[src/rtl/hdlc_bit_stuff_transmitter.sv]
// hdlc_bit_stuff_transmitter: HDLC-style framer that wraps words in 01111110 flags, sends LSB first and stuffs a 0 after five data ones.
// Ports:
//   clk_i         system clock, rising edge
//   rst_ni        asynchronous active-low reset
//   data_in_i     payload word, sent LSB first
//   data_valid_i  data_in_i / data_last_i are valid
//   data_last_i   word closes its frame
//   data_ready_o  holding buffer empty (registered); word transfers on valid & ready
//   serial_out_o  registered serial line, idles at 0
//   tx_active_o   high while an opening flag, payload or closing flag is on the line
//   underrun_o    one-cycle pulse in the first closing-flag cycle of a frame cut short
module hdlc_bit_stuff_transmitter #(
    parameter int DATA_WIDTH = 8
) (
    input  logic                  clk_i,
    input  logic                  rst_ni,
    input  logic [DATA_WIDTH-1:0] data_in_i,
    input  logic                  data_valid_i,
    input  logic                  data_last_i,
    output logic                  data_ready_o,
    output logic                  serial_out_o,
    output logic                  tx_active_o,
    output logic                  underrun_o
);
    localparam int CW = (DATA_WIDTH > 8) ? $clog2(DATA_WIDTH) : 3;
    localparam logic [CW-1:0] WORD_LAST = CW'(DATA_WIDTH - 1);
    localparam logic [CW-1:0] FLAG_LAST = CW'(7);
    // Flag sent LSB first gives 0,1,1,1,1,1,1,0 on the line.
    localparam logic [7:0] FLAG = 8'h7E;

    typedef enum logic [1:0] {IDLE, OPEN_FLAG, DATA, CLOSE_FLAG} state_t;

    state_t                state_q, state_d;
    logic [CW-1:0]         cnt_q, cnt_d;
    logic [2:0]            ones_q, ones_d, ones_inc;
    logic                  stuff_q, stuff_d;
    logic                  stuff_end_q, stuff_end_d;
    logic [DATA_WIDTH-1:0] shift_q, shift_d, buf_q, buf_d;
    logic                  last_q, last_d, buf_last_q, buf_last_d, buf_full_q, buf_full_d;
    logic                  ready_q, ready_d, serial_q, serial_d, active_q, active_d;
    logic                  underrun_q, underrun_d;
    logic                  accept, load, word_end;

    assign accept = data_valid_i && ready_q;

    always_comb begin
        state_d     = state_q;
        cnt_d       = cnt_q;
        ones_d      = ones_q;
        stuff_d     = stuff_q;
        stuff_end_d = stuff_end_q;
        shift_d     = shift_q;
        last_d      = last_q;
        underrun_d  = 1'b0;
        load        = 1'b0;
        word_end    = 1'b0;
        ones_inc    = shift_q[0] ? ones_q + 3'd1 : 3'd0;
        unique case (state_q)
            IDLE: begin
                cnt_d = '0;
                if (buf_full_q) state_d = OPEN_FLAG;
            end
            OPEN_FLAG: begin
                cnt_d = cnt_q + CW'(1);
                if (cnt_q == FLAG_LAST) begin
                    state_d = DATA;
                    load    = 1'b1;
                    ones_d  = '0;
                    stuff_d = 1'b0;
                end
            end
            DATA: begin
                if (stuff_q) begin
                    // Stuffed 0 on the line: hold the shift register.
                    ones_d   = '0;
                    stuff_d  = 1'b0;
                    word_end = stuff_end_q;
                end else begin
                    ones_d      = ones_inc;
                    shift_d     = shift_q >> 1;
                    cnt_d       = (cnt_q == WORD_LAST) ? '0 : cnt_q + CW'(1);
                    stuff_d     = ones_inc == 3'd5;
                    // Remember whether the pending stuff closes the word.
                    stuff_end_d = cnt_q == WORD_LAST;
                    word_end    = cnt_q == WORD_LAST && ones_inc != 3'd5;
                end
            end
            CLOSE_FLAG: begin
                cnt_d = cnt_q + CW'(1);
                if (cnt_q == FLAG_LAST) begin
                    state_d = buf_full_q ? OPEN_FLAG : IDLE;
                    cnt_d   = '0;
                end
            end
        endcase
        if (word_end) begin
            if (last_q || !buf_full_q) begin
                state_d    = CLOSE_FLAG;
                cnt_d      = '0;
                underrun_d = !last_q;
            end else begin
                load = 1'b1;
            end
        end
        if (load) begin
            shift_d = buf_q;
            last_d  = buf_last_q;
            cnt_d   = '0;
        end
    end

    assign buf_d      = accept ? data_in_i : buf_q;
    assign buf_last_d = accept ? data_last_i : buf_last_q;
    assign buf_full_d = accept || (buf_full_q && !load);
    // Ready lags a drain by one cycle, and drops at once on accept.
    assign ready_d    = !buf_full_d && !buf_full_q;
    assign active_d   = state_d != IDLE;
    // The line is registered from next-state values so it lines up with the state it describes.
    assign serial_d   = (state_d == DATA) ? (!stuff_d && shift_d[0]) :
                        (state_d == IDLE) ? 1'b0 : FLAG[cnt_d[2:0]];

    always_ff @(posedge clk_i or negedge rst_ni) begin
        if (!rst_ni) begin
            state_q     <= IDLE;
            cnt_q       <= '0;
            ones_q      <= '0;
            stuff_q     <= 1'b0;
            stuff_end_q <= 1'b0;
            shift_q     <= '0;
            last_q      <= 1'b0;
            buf_q       <= '0;
            buf_last_q  <= 1'b0;
            buf_full_q  <= 1'b0;
            ready_q     <= 1'b1;
            serial_q    <= 1'b0;
            active_q    <= 1'b0;
            underrun_q  <= 1'b0;
        end else begin
            state_q     <= state_d;
            cnt_q       <= cnt_d;
            ones_q      <= ones_d;
            stuff_q     <= stuff_d;
            stuff_end_q <= stuff_end_d;
            shift_q     <= shift_d;
            last_q      <= last_d;
            buf_q       <= buf_d;
            buf_last_q  <= buf_last_d;
            buf_full_q  <= buf_full_d;
            ready_q     <= ready_d;
            serial_q    <= serial_d;
            active_q    <= active_d;
            underrun_q  <= underrun_d;
        end
    end

    assign data_ready_o = ready_q;
    assign serial_out_o = serial_q;
    assign tx_active_o  = active_q;
    assign underrun_o   = underrun_q;
endmodule

[config.mk]
export PLATFORM = sky130hd
export DESIGN_NAME = hdlc_bit_stuff_transmitter
export DESIGN_NICKNAME = d
export VERILOG_FILES = /design/src/rtl/hdlc_bit_stuff_transmitter.sv
export SDC_FILE = /design/constraint.sdc
export NUM_CORES = 1
export LEC_CHECK = 0
export CAP_MARGIN = 20
export CELL_PAD_IN_SITES_DETAIL_PLACEMENT = 0
export CELL_PAD_IN_SITES_GLOBAL_PLACEMENT = 1
export CORE_MARGIN = 1.5
export CORE_UTILIZATION = 48
export DETAILED_ROUTE_END_ITERATION = 12
export DONT_BUFFER_PORTS = 1
export GPL_TIMING_DRIVEN = 0
export PLACE_DENSITY_LB_ADDON = 0.1
export SLEW_MARGIN = 20
export SYNTH_ARGS = -nofsm -noshare
export SYNTH_HDL_FRONTEND = slang
export SYNTH_SLANG_ARGS = --single-unit
[constraint.sdc]
create_clock -name clk_i -period 2.2 [get_ports clk_i]
set_input_delay 0.44 -clock clk_i [delete_from_list [all_inputs] [get_ports clk_i]]
set_output_delay 0.44 -clock clk_i [all_outputs]
set_load 0.01 [all_outputs]
==> metrics.txt <==
status=finished clean; Yosys top cell area share=48.52%; CP Class=flop to flop; Residual DRC=0; largest net degree at the start of global routing=34; CTS tree=built; total power=1.931 mW; Leakage Power=0.8324 nW; Slew headroom=70.74%; Placement Cell Area=1708 um2; adder-cell share of the synthesized area=5.307%; syn_nets=181; worst reg2reg setup slack=0.17 ns; CP Max Fanout=10; post-synth cell types=34; Layout Utilization=54.65%; H-tree Lvls=2; maximum vdd drop=0.5357 mV; final number of hold-violating endpoints=0; post-synthesis sequential area ratio=50.11%; Routed WL per cell=14.38 um; clk_skew=0.003353 ns; Pwr per Cell Area=1067 nW/um2; fin crit share=92.49%; vias post-DR=1180; CTS buffer count=5; Detailed Routing Iterations Pass 1=4; critical path endpoint category=flop; synthesized area=1650 um2; drt first-iter violations=65; clk sinks=33; Antenna Nets Post-Route=0; RSZ-0062 raised after global routing=false; Post-Synth XOR/XNOR Area=0.5307%; vias per std cell=5.413; clock slew at reported path FFs=0.10 ns; Async S/R FF share, synth=100.0%; # Max-Cap Violations=0; WL final=3135 um; Worst-Margin Slew=0.4390 ns; Hold Path Class=input pin to flop; largest family of logic cells by synthesized area=simple AND/OR/NAND/NOR gates; Setup crit start kind=flop; Total Routing Usage GR=19.64%; Post-Synth Simple-Gate Area=16.30%; Design Area, Final=1809 um2; starting density of the core=49.85%; Slew Limit Fails=0; share of cells above drive strength 1=17.44%; Area Overhead vs Synth=9.629%; post-DP HPWL=2261 um; vias in the first global route=1151; Synth top cells by count=dfrtp_1, nand2_1, nor2_1; core region area=3311 um2; Overflow after GRT=0; minimum clock period=2.035 ns; flops & latches, synth=33; first-pass GRT wire length=5237 um; Final Setup Violations=0; CP Data Arrival Time=2.28 ns; dominant synthesized flop cell=dfrtp_1; Synth warnings=0; CTS root buffer=clkbuf_4; Fmax=0.4915 GHz; Compound-Gate Fraction of Synth Area=15.77%; Die W=61.64 um; antenna violations before repair=0; most common cell in the netlist=dfrtp_1; Clock Latency Late Sink=0.34 ns; clk buf depth=2; Die Y=61.64 um; top cells by area, synth=dfrtp_1, mux2_2, nand2_1, ha_1, o21ai_0; Rows=21; Die Footprint=3799 um2; Fin Setup TNS=0 ns; Critical Path RT=2.44 ns; Buffers on Ports=0; nets=190; cells after synthesis=162; mux contribution to synthesized area=8.643%; Ports=16; R2R depth=8; Post-Syn Area per Cell=10.19 um2; hold path depth=1; # diodes=0; Post-synth EDFFs=0; area leader, netlist=dfrtp_1; final RePlAce weighted congestion=0.8651
metrics by stage:
step	hold WS, ns	std cells	setup WS, ns
after detailed placement	0.1453	208	-0.09881
after global placement	0.1455	208	-0.09663
after global routing	0.1315	218	0.01759
after CTS	0.1303	219	0.1105
after floorplan	0.1444	162	0.2530
final	0.1484	218	0.1653
per-layer routing:
layer / GRT usage (%) / vias up / routed length [um]
li1: - / 582 / -
met1: 25.07 / 568 / 1417
met2: 31.73 / 25 / 1534
met3: 5.672 / 5 / 126
met4: 7.295 / 0 / 56
met5: 0 / - / 0
repair_timing:
action,CTS,global route
gates resized for setup,0,3
hold buffers,2,0
buffers inserted,2,0
gates cloned,0,0
setup endpoints to repair,11,3
hold endpoints to repair,33,0
power by group:
group	switching [mW]	internal, mW
logic	0.314	0.302
registers	0.155	0.829
clock network	0.211	0.120
sequential cells by signal, summed over array words and instances (netlist names):
signal	flops
buf_full_q	1
last_q	1
data_ready_o	1
stuff_end_q	1
ones_q	3
tx_active_o	1
underrun_o	1
serial_out_o	1
shift_q	8
buf_q	8
cnt_q	3
stuff_q	1
state_q	2
buf_last_q	1
worst max-delay path, cell delays in order, from the launching register on:
cell	delay, ns
dfrtp_1	0.43
inv_1	0.10
ha_1	0.16
buf_2	0.20
nand3_1	0.17
o21ai_0	0.35
a31oi_4	0.07
mux2i_1	0.17
o32ai_2	0.28
path summary, 6_finish.rpt:
| check | start | endpoint |
|---|---|---|
| worst max-delay path | state_q[0] | serial_out_o |
| worst min-delay path | data_valid_i | data_ready_o |
| worst max register to register | state_q[0] | serial_out_o |
| worst min register to register | last_q | underrun_o |
| max in group asynchronous | rst_ni | data_ready_o |
| min in group asynchronous | rst_ni | ones_q[1] |
cell families after synthesis:
group	count (synthesis)
flops	33
buf+inv	14
simple gates	59
xor+xnor	1
mux	13
compound gates	35
fa+ha+maj	7
cell type report:
| type | count | area (um2) |
|---|---|---|
| clock buffer | 5 | 37.54 |
| buffer | 3 | 13.76 |
| tap | 46 | 57.56 |
| timing repair buffer | 4 | 45.04 |
| inverter | 9 | 33.78 |
| multi-input combinational | 115 | 777.0 |
| clock inverter | 3 | 17.52 |
| sequential | 33 | 827.0 |
| fill | 329 | 1501 |
cells in the final DEF, fill, tap and decap left out, types with 3 or more instances in the layout:
cell type	n
nor2b_1	3
inv_1	9
nand2b_1	6
mux2i_1	3
a21oi_1	3
ha_1	6
a31oi_1	6
nand2_1	25
nor2_1	11
dfrtp_1	32
nand3_1	7
o21bai_1	3
mux2_2	10
clkbuf_4	5
o21ai_0	10
Power figures use the tool's default switching activity.
